$ cat config.mk
export PLATFORM = sky130hd
export DESIGN_NAME = ml_qspi_rx
export DESIGN_NICKNAME = d
export VERILOG_FILES = /design/src/rtl/ml_pkg.sv /design/src/rtl/ml_sync_fifo.sv /design/src/rtl/ml_qspi_rx.sv
export SDC_FILE = /design/constraint.sdc
export NUM_CORES = 1
export LEC_CHECK = 0
export ABC_AREA = 1
export BUFFER_PORTS_ARGS = -buffer_cell sky130_fd_sc_hd__buf_4
export CORE_MARGIN = 2
export CORE_UTILIZATION = 25
export CTS_CLUSTER_DIAMETER = 40
export CTS_CLUSTER_SIZE = 16
export DETAILED_ROUTE_END_ITERATION = 7
export MAX_ROUTING_LAYER = met4
export SYNTH_ARGS = -nofsm -noshare
export SYNTH_HDL_FRONTEND = slang
export SYNTH_HIERARCHICAL = 1
export SYNTH_SLANG_ARGS = --single-unit
$ cat constraint.sdc
create_clock -name clock -period 2.62 [get_ports clock]
set_input_delay 0.393 -clock clock [delete_from_list [all_inputs] [get_ports clock]]
set_output_delay 0.393 -clock clock [all_outputs]
set_load 0.005 [all_outputs]
$ cat src/rtl/ml_pkg.sv
// Shared definitions for the ml_* host-link receiver: byte width, beat count
// per byte, receiver state encoding and a constant clog2 helper.
package ml_pkg;

  localparam int ML_BYTE_W = 8;

  typedef enum logic {
    ML_RX_IDLE  = 1'b0,
    ML_RX_SHIFT = 1'b1
  } ml_rx_state_t;

  // Sampling edges needed to assemble one byte.
  function automatic int ml_beats(input int lanes);
    return ML_BYTE_W / lanes;
  endfunction

  function automatic int ml_clog2(input int value);
    int r;
    r = 0;
    while ((1 << r) < value) r++;
    return r;
  endfunction

endpackage

$ cat src/rtl/ml_sync_fifo.sv
// Single-clock FIFO for the receiver's {first, data} words. Keeps pointers,
// occupancy, full/empty and flags a push that had to be dropped.
module ml_sync_fifo
  import ml_pkg::*;
#(
  parameter int WIDTH = 9,
  parameter int DEPTH = 4
) (
  input  logic                      clock,
  input  logic                      resetn,
  input  logic                      push,
  input  logic [WIDTH-1:0]          push_data,
  input  logic                      pop,
  output logic [WIDTH-1:0]          head,
  output logic [ml_clog2(DEPTH):0]  level,
  output logic                      empty,
  output logic                      ovf
);

  localparam int AW = ml_clog2(DEPTH);
  localparam int LW = AW + 1;

  logic [WIDTH-1:0] mem [DEPTH];
  logic [AW-1:0]    wr_ptr;
  logic [AW-1:0]    rd_ptr;
  logic             full;
  logic             pop_ok;
  logic             push_ok;

  assign full    = (level == LW'(DEPTH));
  assign empty   = (level == '0);
  assign pop_ok  = pop & ~empty;
  // A pop in the same cycle frees the slot, so a full FIFO still accepts.
  assign push_ok = push & (~full | pop_ok);
  assign ovf     = push & full & ~pop_ok;
  assign head    = mem[rd_ptr];

  // Pointer and occupancy bookkeeping; pointers wrap naturally at DEPTH.
  always_ff @(posedge clock or negedge resetn) begin
    if (!resetn) begin
      wr_ptr <= '0;
      rd_ptr <= '0;
      level  <= '0;
    end else begin
      if (push_ok) wr_ptr <= wr_ptr + AW'(1);
      if (pop_ok)  rd_ptr <= rd_ptr + AW'(1);
      level <= level + LW'(push_ok) - LW'(pop_ok);
    end
  end

  // Storage array; contents are only meaningful below the occupancy.
  always_ff @(posedge clock) begin
    if (push_ok) mem[wr_ptr] <= push_data;
  end

endmodule

$ cat src/rtl/ml_qspi_rx.sv
// Host-link receiver for the ml_* QSPI-style port. Synchronises ml_csb and
// ml_clk, detects sampling edges (SDR or DDR), shifts LANES bits per edge
// MSB-first into bytes tagged with a frame-start flag and queues them.
// Optional host flow control on ml_rdy is built when ML_QSPI_RX_RDY_EN is defined.
module ml_qspi_rx
  import ml_pkg::*;
#(
  parameter int LANES       = 4,
  parameter int SYNC_STAGES = 2,
  parameter int FIFO_DEPTH  = 4,
  parameter int RDY_MARGIN  = 1
) (
  input  logic                           clock,
  input  logic                           resetn,
  input  logic                           ml_csb,
  input  logic                           ml_clk,
  input  logic [LANES-1:0]               ml_di,
  input  logic                           cfg_ddr,
  output logic [7:0]                     out_data,
  output logic                           out_first,
  output logic                           out_valid,
  input  logic                           out_ready,
  output logic [ml_clog2(FIFO_DEPTH):0]  level,
  input  logic                           clr_err,
  output logic                           ml_err,
  output logic                           ml_rdy
);

  localparam int         LW        = ml_clog2(FIFO_DEPTH) + 1;
  localparam int         SHW       = ML_BYTE_W - LANES;
  localparam logic [2:0] LAST_BEAT = 3'(ml_beats(LANES) - 1);

  if (!(LANES == 1 || LANES == 2 || LANES == 4)) begin : g_chk_lanes
    $error("ml_qspi_rx: LANES must be 1, 2 or 4");
  end
  if (SYNC_STAGES < 2) begin : g_chk_sync
    $error("ml_qspi_rx: SYNC_STAGES must be at least 2");
  end
  if (FIFO_DEPTH < 2 || (FIFO_DEPTH & (FIFO_DEPTH - 1)) != 0) begin : g_chk_depth
    $error("ml_qspi_rx: FIFO_DEPTH must be a power of two >= 2");
  end
  if (RDY_MARGIN < 0 || RDY_MARGIN >= FIFO_DEPTH) begin : g_chk_margin
    $error("ml_qspi_rx: RDY_MARGIN must lie in 0..FIFO_DEPTH-1");
  end

  logic [SYNC_STAGES-1:0] csb_sync;
  logic [SYNC_STAGES-1:0] clk_sync;
  logic                   csb_prev;
  logic                   clk_prev;
  logic [LANES-1:0]       di_neg;
  logic [LANES-1:0]       di_dly [SYNC_STAGES+1];

  logic                   sync_csb;
  logic                   sync_clk;
  logic                   rise;
  logic                   fall;
  logic                   csb_fall;
  logic                   sample;
  logic [LANES-1:0]       lane_data;

  ml_rx_state_t           state;
  logic [2:0]             beat;
  logic                   first;
  logic                   ddr_q;
  logic                   shift_en;
  logic                   frame_hit;
  logic [SHW-1:0]         sh;
  logic [ML_BYTE_W-1:0]   assembled;
  logic                   push_p;
  logic [ML_BYTE_W:0]     push_word_p;

  logic [ML_BYTE_W:0]     head;
  logic                   fifo_empty;
  logic                   ovf_hit;
  logic                   overflow;
  logic                   frame_err;
  logic                   overflow_n;
  logic                   frame_err_n;

  // ---- capture stage: pad data on the falling system edge ----
  // Half-cycle capture keeps the pad sample away from the posedge sync flops.
  always_ff @(negedge clock or negedge resetn) begin
    if (!resetn) di_neg <= '0;
    else         di_neg <= ml_di;
  end

  // ---- synchroniser stages: csb/clk sync and matching data delay ----
  // Data lags one flop more than sync_clk so it lines up with the detected edge.
  always_ff @(posedge clock or negedge resetn) begin
    if (!resetn) begin
      csb_sync <= '0;
      clk_sync <= '0;
      csb_prev <= 1'b0;
      clk_prev <= 1'b0;
      for (int i = 0; i <= SYNC_STAGES; i++) di_dly[i] <= '0;
    end else begin
      csb_sync  <= {csb_sync[SYNC_STAGES-2:0], ml_csb};
      clk_sync  <= {clk_sync[SYNC_STAGES-2:0], ml_clk};
      csb_prev  <= csb_sync[SYNC_STAGES-1];
      clk_prev  <= clk_sync[SYNC_STAGES-1];
      di_dly[0] <= di_neg;
      for (int i = 1; i <= SYNC_STAGES; i++) di_dly[i] <= di_dly[i-1];
    end
  end

  // ---- edge detect ----
  assign sync_csb  = csb_sync[SYNC_STAGES-1];
  assign sync_clk  = clk_sync[SYNC_STAGES-1];
  assign rise      = sync_clk & ~clk_prev;
  assign fall      = ~sync_clk & clk_prev & ddr_q;
  assign csb_fall  = csb_prev & ~sync_csb;
  assign sample    = (rise | fall) & ~sync_csb;
  assign lane_data = di_dly[SYNC_STAGES];

  assign shift_en  = (state == ML_RX_SHIFT) & sample;
  assign frame_hit = (state == ML_RX_SHIFT) & sync_csb & (beat != 3'd0);
  assign assembled = {sh, lane_data};

  // Frame/beat control; a frame only opens on a fresh csb falling edge.
  always_ff @(posedge clock or negedge resetn) begin
    if (!resetn) begin
      state  <= ML_RX_IDLE;
      beat   <= 3'd0;
      first  <= 1'b0;
      ddr_q  <= 1'b0;
      push_p <= 1'b0;
    end else begin
      push_p <= 1'b0;
      case (state)
        ML_RX_IDLE: begin
          ddr_q <= cfg_ddr;
          if (csb_fall) begin
            state <= ML_RX_SHIFT;
            beat  <= 3'd0;
            first <= 1'b1;
          end
        end
        ML_RX_SHIFT: begin
          if (sync_csb) begin
            state <= ML_RX_IDLE;
            beat  <= 3'd0;
          end else if (sample) begin
            if (beat == LAST_BEAT) begin
              push_p <= 1'b1;
              beat   <= 3'd0;
              first  <= 1'b0;
            end else begin
              beat <= beat + 3'd1;
            end
          end
        end
        default: state <= ML_RX_IDLE;
      endcase
    end
  end

  // ---- shift stage: byte assembly, push word registered for the FIFO ----
  // Shift register and push word; only read under push_p, so never reset.
  always_ff @(posedge clock) begin
    if (shift_en) begin
      sh          <= assembled[SHW-1:0];
      push_word_p <= {first, assembled};
    end
  end

  // ---- queue stage ----
  ml_sync_fifo #(
    .WIDTH (ML_BYTE_W + 1),
    .DEPTH (FIFO_DEPTH)
  ) u_fifo (
    .clock     (clock),
    .resetn    (resetn),
    .push      (push_p),
    .push_data (push_word_p),
    .pop       (out_ready),
    .head      (head),
    .level     (level),
    .empty     (fifo_empty),
    .ovf       (ovf_hit)
  );

  assign out_valid = ~fifo_empty;
  assign out_data  = out_valid ? head[ML_BYTE_W-1:0] : '0;
  assign out_first = out_valid & head[ML_BYTE_W];

  // A new error in the same cycle as clr_err wins over the clear.
  assign overflow_n  = ovf_hit   | (overflow  & ~clr_err);
  assign frame_err_n = frame_hit | (frame_err & ~clr_err);

  // Sticky error flags and their registered summary.
  always_ff @(posedge clock or negedge resetn) begin
    if (!resetn) begin
      overflow  <= 1'b0;
      frame_err <= 1'b0;
      ml_err    <= 1'b0;
    end else begin
      overflow  <= overflow_n;
      frame_err <= frame_err_n;
      ml_err    <= overflow_n | frame_err_n;
    end
  end

`ifdef ML_QSPI_RX_RDY_EN
  localparam logic [LW-1:0] DEPTH_L  = LW'(FIFO_DEPTH);
  localparam logic [LW-1:0] MARGIN_L = LW'(RDY_MARGIN);

  // Host flow control: ready while enough entries are free and csb is active.
  always_ff @(posedge clock or negedge resetn) begin
    if (!resetn) ml_rdy <= 1'b0;
    else         ml_rdy <= ((DEPTH_L - level) > MARGIN_L) & ~sync_csb;
  end
`else
  assign ml_rdy = 1'b0;
`endif

endmodule
### Word-level counts from Yosys, hierarchy flattened

Memory sizes are Yosys's and may differ from the RTL's.
Index checks and enable logic that the tools add are counted.
Widths: inputs -> output; s select.

* register bits: 52
* memory bits (writable): 36
* input port bits: 11
* output and inout port bits: 15
* word-level logic and storage cells: 86
* memories kept: 1

* add/sub/neg operators: 5
* equality and inequality tests: 7
* mux-type cells: 20
* bitwise gates (word level): 28
* reduce and logical (&&, ||, !) cells: 4

Memories
* u_fifo.mem: words 4, bits a word 9, rd ports 1, clocked after memory_dff 0, wr ports 1, RTL line ml_sync_fifo.sv:23 `logic [WIDTH-1:0] mem [DEPTH];`

Operators with widths (number)
* $and 1x1->1: 15
* $mux 1: 12
* $mux 3: 4
* $mux 8: 1
* $not 1->1: 8
* $ne 2x2->1 const B: 3
* $pmux 3 s2: 1
* $or 1x1->1: 5
* $add 2x1->2 const B: 2
* $pmux 1 s2: 2
* $reduce_and 4->1: 1
* $add 3x1->3: 1
* $add 3x1->3 const B: 1
* $eq 3x1->1 const B: 1
* $eq 3x3->1 const B: 1
* $logic_not 3->1: 1
* $ne 3x3->1 const B: 1
* $reduce_bool 3->1: 1
* $sub 3x1->3: 1
* $ne 2x1->1 const B: 1
* $reduce_and 2->1: 1

### Depth between registers and ports, before layout

Gate-level depths: netlist of run 1.

* depth after elaboration: 8
* gate-level depth with buffers: 12
* depth with buffers taken out: 12

### By module

The synthesis of run 1 kept the hierarchy.

By module, submodules not included
* ml_sync_fifo: times used 1, cells each 166, area each 1924.3 um^2, sequential area each 1256.2 um^2
* ml_qspi_rx: times used 1, cells each 120, area each 1408.9 um^2, sequential area each 1071.0 um^2

==> results.md, run 1 <==
* CTS Buf Count at 9
* DIE HEIGHT at 119 um
* Max Transition Viols Final at 0
* FF-to-FF setup slack at 0.58 ns
* Post-synth cell types at 28
* CTS tree: built
* Pre-antenna DRT Iters at 4
* Commonest non-fill, non-tap cell in the layout: nand2_1
* Syn Inst Count at 286
* Final hold viol count at 0
* Worst min-delay path class: input pin to register
* Initial antenna violation count at 0
* Type of origin of the critical path: register
* Gpl congestion at 0.792
* Worst-Skew Late Latency at about 0.34 ns
* CP Max Fanout at 29
* Ratio of cells with drive above 1 in the final layout at 19.9%
* Root Driver: clkbuf_16
* Crit path kind: register to primary output
* WP data required at 2.23 ns
* Clk slew on worst S/H paths at 0.06 ns
* Total GRT Usage at 8.36%
* CTS Sinks at 84
* Die area at 14300 um^2
* Clock Tree Buf Depth at 2
* CP Capture Type: primary output
* RSZ-0062 raised after global routing: false
* Tmin final at 2.27 ns
* Vias per std cell at 3.79
* Setup TNS at 0 ns
* Worst-case reg-to-reg path depth at 10
* Routed WL at 5110 um
* Htree depth at 3
* Pwr dens at 930 nW/um^2
* Initial Util at 25.4%
* Fin worst setup slack at 0.347 ns
* Port bufs at 24
* Setup WS pre-CTS at 0.552 ns
* Detail Placement HPWL at around 3400 um
* Final Setup Violations at 0
* Routed via count at around 1900
* Hold path cells at 1
* Most frequent cells in the layout: nand2_1 (57), edfxtp_1 (45), inv_1 (44), nor2_1 (37), dfrtp_1 (35)
* Worst Hold Path EP: clk_sync[0]$_DFF_PN0_
* ANT cells at 0
* Die width at 119 um
* WP data arrival at 1.88 ns
* R2R Path Start: u_fifo/level[1]$_DFF_PN0_
* Post-Syn Nets at around 300
* DP Area at 3730 um^2
* Peak VDD IR at 0.000315 V
* # rows at 42
* FMAX at around 0.44 GHz
* Wirelength per Cell at ~10 um
* Hold_ws at 0.159 ns
* Mapped cell area at 3330 um^2
* Hold path startpoint: ml_clk
* I/O pins at 26
* Max cap viols at 0
* Nets@finish at 339
* LEAKAGE at roughly 1.8 nW
* DRT antenna net count at 0
* Fin crit share at 86.8%
* Synth-to-layout area growth at 22.0%
* Synthesized flop and latch total at 84
* DR iter-0 viols at 69
* Crit path from: u_fifo/rd_ptr[0]$_DFFE_PN0N_
* Core area at 13100 um^2
* Setup Skew at 0.00652 ns
* Residual DRC at 0
* Largest net degree at the start of global routing at 34
* Total global routing overflow at 0
* Status: finished clean
* FF-to-FF End: u_fifo/level[1]$_DFF_PN0_
* Number of global-route vias before repair at 1885
* Final instance area at 4070 um^2
* First-pass GRT wire length at 8760 um
* Mean Syn Cell Area at 11.7 um^2
* Synth Warn # at 6
* Seq/Total Area, Yosys at 69.8%
## critical path, cell delays in order, from the launching register on
cell and delay (ns):
dfrtp_1 0.55, inv_4 0.35, nor2_1 0.08, nor2_1 0.09, o21ai_0 0.10, nand2_1 0.09, inv_1 0.04, nor2_1 0.11
buf_4 0.13
## flip-flops by register name, indices dropped and copies added, names as in the netlist, 2 cells and up
name	cells
beat	3
clk_sync	2
csb_sync	2
di_dly	8
di_neg	4
lane_data	4
push_word_p	6
sh	3
u_fifo/level	3
u_fifo/mem	36
u_fifo/rd_ptr	2
u_fifo/wr_ptr	2
## worst max-delay path by stage
stage	endpoint	slack [ns]
detailed placement	out_data[1]	0.55
CTS	out_data[1]	0.18
finish	out_data[1]	0.35
global placement	out_data[1]	0.61
global route	out_data[1]	0.15
floorplan	u_fifo/level[1]$_DFF_PN0_	0.68
## synth_stat cells
cell type   n  area (um^2)
a21oi_1     2         10.0
buf_2       4         20.0
buf_4       1         7.51
buf_6       2         22.5
clkbuf_1    1         3.75
conb_1      1         3.75
dfrtn_1     4          100
dfrtp_1    35          876
edfxtp_1   45         1350
fa_1        1         20.0
ha_1        6         75.1
inv_1      44          165
inv_2       2         7.51
nand2_1    57          214
nand2_2     4         25.0
nand2_4     1         11.3
nand3_1    11         55.1
nand3b_1    1         7.51
nand4_1     1         6.26
nor2_1     37          139
nor2_2      2         12.5
nor3b_1     1         7.51
o211ai_1    1         7.51
o211ai_2    9          113
o21ai_0    10         50.1
o21ai_1     1         5.00
xnor2_1     1         8.76
xor2_1      1         8.76
## per-stage QoR
| step | instances | utilization [%] | power [mW] |
|---|---|---|---|
| after floorplan | 286 | - | 2.18 |
| after global routing | 502 | 30.9 | 4.04 |
| final | 502 | 30.9 | 3.78 |
| after detailed placement | 485 | 28.4 | 2.51 |
| after CTS | 502 | 30.9 | 3.83 |
| after global placement | 485 | 28.4 | 2.49 |
## report_power, final
group	total [mW]	switching (mW)	internal [mW]
sequential	1.59	0.124	1.47
clock	1.31	0.546	0.765
combinational	0.878	0.476	0.402
total	3.78	1.15	2.64
## kinds of logic (layout without fill, tap and decap cells)
kind of cell	count (synthesis)	in the layout	synth area share (%)
AOI/OAI and AO/OA	23	23	5.56
xor gates and xnor gates	2	2	0.526
adders and majority gates	7	7	2.85
buffers and inverters	54	94	6.79
DFF	84	84	69.8
other	1	1	0.113
and+or+nand+nor	115	115	14.3
## cell type report
class	count	area, um^2
fill	1357	9070
sequential	84	2330
multi-input combinational	148	779
timing repair buffer	32	243
clock buffer	9	225
tap	176	220
inverter	46	175
clock inverter	7	95.1
## what timing repair did
item / in CTS / in global routing
hold endpoints to repair: 2 / 0
hold buffers: 1 / 0
buffers inserted: 0 / 0
endpoints found under the setup margin: 0 / 1
resized for setup: 0 / 2
## routing by layer
| metal | wire length (um) | vias up | GRT usage [%] |
|---|---|---|---|
| li1 | - | 980 | - |
| met1 | 2110 | 886 | 8.54 |
| met2 | 2610 | 30 | 13.7 |
| met3 | 288 | 9 | 3.93 |
| met4 | 97 | 0 | 3.75 |
| met5 | 0 | - | - |
Power figures use the tool's default switching activity.
==> run 2: changes to the inputs <==
--- a/config.mk
+++ b/config.mk
@@ -9,6 +9,7 @@
 export BUFFER_PORTS_ARGS = -buffer_cell sky130_fd_sc_hd__buf_4
 export CORE_MARGIN = 2
 export CORE_UTILIZATION = 25
+export CTS_BUF_LIST = sky130_fd_sc_hd__clkbuf_2
 export CTS_CLUSTER_DIAMETER = 40
 export CTS_CLUSTER_SIZE = 16
 export DETAILED_ROUTE_END_ITERATION = 7
==> run 2 against run 1 <==
  * Combinational power up 0.7%
  * Fmax down 3.6%
  * Via count up 0.73%
  * Sequential power about the same
  * Critical path depth down 1
  * Clock skew up 0.076 ns
  * Worst hold slack worse by 0.091 ns
  * Die area unchanged
==> results.md, run 2 (same netlist as run 1, synthesis figures left out) <==
* Routed WL at 5040 um (was 5110 um)
* Register area at 2330 um^2 (about the same)
* Peak VDD IR at 0.000273 V (was 0.000315 V)
* Most frequent cells in the layout: nand2_1 (57), edfxtp_1 (45), inv_1 (44), nor2_1 (37), dfrtp_1 (34) (was nand2_1 (57), edfxtp_1 (45), inv_1 (44), nor2_1 (37), dfrtp_1 (35))
* Worst min-delay path class: input pin to register (unchanged)
* Final Setup Violations at 0 (unchanged)
* Crit path max-delay family: flip-flops (unchanged)
* CTS Buf Count at 9 (unchanged)
* Commonest non-fill, non-tap cell in the layout: nand2_1 (unchanged)
* Initial Util at 25.4% (unchanged)
* FF-to-FF setup slack at 0.56 ns (was 0.58 ns)
* Register share of total power at 49.7% (was 42.1%)
* Pre-antenna DRT Iters at 4 (unchanged)
* Worst-case reg-to-reg path depth at 12 (was 10)
* Routed via count at 1919 (was 1905)
* Pwr dens at 819 nW/um^2 (was 930 nW/um^2)
* Number of global-route vias before repair at 1879 (was 1885)
* Root Driver: clkbuf_2 (was clkbuf_16)
* I/O pins at 26 (unchanged)
* Clock Power Share at 22.7% (was 34.7%)
* ANT cells at 0 (unchanged)
* Comb power frac at 27.5% (was 23.2%)
* Vias per std cell at 3.80 (was 3.79)
* DRT antenna net count at 0 (unchanged)
* Setup TNS at 0 ns (unchanged)
* Status: finished clean (unchanged)
* Final cell count without fillers at 505 (was 502)
* LEAKAGE at 1.73 nW (was 1.79 nW)
* Wirelength per Cell at 9.99 um (was 10.2 um)
* Int Power at 2.12 mW (was 2.64 mW)
* Total GRT Usage at 8.12% (was 8.36%)
* P_sw at 1.08 mW (was 1.15 mW)
* DP Cell Count at 485 (unchanged)
* Hold path cells at 3 (was 1)
* Fin crit share at 90.0% (was 86.8%)
* WP data arrival at 1.97 ns (was 1.88 ns)
* # rows at 42 (unchanged)
* # fillers at 1378 (was 1357)
* FF-to-FF End: u_fifo/level[2]$_DFF_PN0_ (was u_fifo/level[1]$_DFF_PN0_)
* Type of origin of the critical path: register (unchanged)
* First-pass GRT wire length at 8690 um (was 8760 um)
* Ratio of cells with drive above 1 in the final layout at 20.1% (was 19.9%)
* CP Capture Type: primary output (unchanged)
* Worst-Skew Late Latency at 0.53 ns (was 0.34 ns)
* RSZ-0062 raised after global routing: false (unchanged)
* FMAX at 0.424 GHz (was 0.440 GHz)
* Initial antenna violation count at 0 (unchanged)
* Die width at 119 um (unchanged)
* CTS tree: built (unchanged)
* CP Max Fanout at 11 (was 29)
* Max reg flops at 36 (unchanged)
* Detail Placement HPWL at 3450 um (unchanged)
* Die area at 14300 um^2 (unchanged)
* Setup Skew at 0.0820 ns (was 0.00652 ns)
* Largest net degree at the start of global routing at 34 (unchanged)
* Multi-input gate area in the final layout at 779 um^2 (unchanged)
* Htree depth at 3 (unchanged)
* Total global routing overflow at 0 (unchanged)
* Tmin final at 2.36 ns (was 2.27 ns)
* R2R Path Start: u_fifo/level[1]$_DFF_PN0_ (unchanged)
* Final hold viol count at 0 (unchanged)
* Max Transition Viols Final at 0 (unchanged)
* Largest reg by FF count: u_fifo/mem (unchanged)
* Worst Hold Path EP: ddr_q$_DFFE_PN0N_ (was clk_sync[0]$_DFF_PN0_)
* Core area at 13100 um^2 (unchanged)
* Nets@finish at 342 (was 339)
* Slowest-stage cell, CP: dfrtp_1 (unchanged)
* Switching part of the total at 33.8% (was 30.3%)
* Top Registers: u_fifo/mem (36), di_dly (8), push_word_p (6) (unchanged)
* DR iter-0 viols at 57 (was 69)
* Gpl congestion at 0.792 (unchanged)
* WP data required at 2.23 ns (about the same)
* Clk slew on worst S/H paths at 0.26 ns (was 0.06 ns)
* Crit path kind: register to primary output (unchanged)
* Max cap viols at 0 (unchanged)
* Crit path buffers/inverters at 3 (unchanged)
* CTS Sinks at 84 (unchanged)
* Crit path cell chain: buf_4 -> nor2_1 -> o21ai_0 -> nand2_1 -> inv_1 -> nor2_1 -> buf_4 (was inv_4 -> nor2_1 -> nor2_1 -> o21ai_0 -> nand2_1 -> inv_1 -> nor2_1 -> buf_4)
* Residual DRC at 0 (unchanged)
* Crit path depth at 7 (was 8)
* Clock Tree Buf Depth at 2 (unchanged)
* DIE HEIGHT at 119 um (unchanged)
* Port bufs at 24 (unchanged)
* Max stage delay on crit path at 0.60 ns (was 0.55 ns)
* Hold path startpoint: cfg_ddr (was ml_clk)
* Synth-to-layout area growth at 17.6% (was 22.0%)
-- run 2: cell types whose count changed in the layout (fill, tap and decap cells not counted) --
| cell | delta |
|---|---|
| clkbuf_2 | +9 |
| inv_4 | -1 |
| inv_6 | +1 |
| dlygate4sd3_1 | +3 |
| clkbuf_16 | -9 |
| dfrtp_1 | -1 |
| dfrtp_2 | +1 |
-- run 2: tightest hold or removal path, cell delays in order --
cell	delay (ns)
buf_4	0.08
nand2_1	0.04
nand2_1	0.05
-- run 2: power groups by stage --
| stage | Clock (mW) | Sequential [mW] | Combinational [mW] |
|---|---|---|---|
| finish | 0.729 | 1.59 | 0.884 |
| global route | 0.812 | 1.61 | 1.03 |
| CTS | 0.761 | 1.59 | 0.901 |
| detailed placement | 0 | 1.62 | 0.896 |
| global placement | 0 | 1.61 | 0.878 |
| floorplan | 0 | 1.56 | 0.628 |
-- run 2: area by class of cell --
type                    instances  area share (%)
multi-input cells             148            19.9
well taps                     176            5.62
clock inverters                 7            2.43
flip-flops and latches         84            59.4
clock buffers                   9            1.15
repair buffers                 35            6.96
inverters                      46            4.53
-- run 2: worst max path at each step --
stage,start,end,slack (ns)
floorplan,u_fifo/level[1]$_DFF_PN0_,u_fifo/level[1]$_DFF_PN0_,0.68
global placement,u_fifo/rd_ptr[0]$_DFFE_PN0N_,out_data[1],0.61
detailed placement,u_fifo/rd_ptr[0]$_DFFE_PN0N_,out_data[1],0.55
CTS,u_fifo/rd_ptr[0]$_DFFE_PN0N_,out_data[1],0.03
global route,u_fifo/rd_ptr[1]$_DFFE_PN0N_,out_data[1],0.02
finish,u_fifo/rd_ptr[1]$_DFFE_PN0N_,out_data[1],0.26
-- run 2: through the flow --
step / setup WS, ns / power [mW] / hold slack [ns] / cell area, um^2 / utilization (%)
2_1_floorplan: 0.683 / 2.18 / 0.0974 / 3330 / -
3_3_place_gp: 0.615 / 2.49 / 0.209 / 3730 / 28.4
3_5_place_dp: 0.552 / 2.51 / 0.210 / 3730 / 28.4
4_1_cts: 0.0297 / 3.26 / 0.00594 / 3920 / 29.8
5_1_grt: 0.0155 / 3.45 / 0.0121 / 3920 / 29.8
6_report: 0.261 / 3.21 / 0.0681 / 3920 / 29.8
-- run 2: layer usage --
layer	global-route usage [%]	share of wire (%)	wire length, um
met3	2.92	4.7	236
met2	13.6	52	2600
met1	8.47	42	2110
met4	3.97	1.8	93
met5	-	0	0
-- run 2: timing repair --
action / CTS / global route
hold endpoints to repair: 39 / 0
cloned: 0 / 0
endpoints found under the setup margin: 9 / 9
buffers inserted: 0 / 0
resized for setup: 1 / 2
hold buffers: 4 / 0
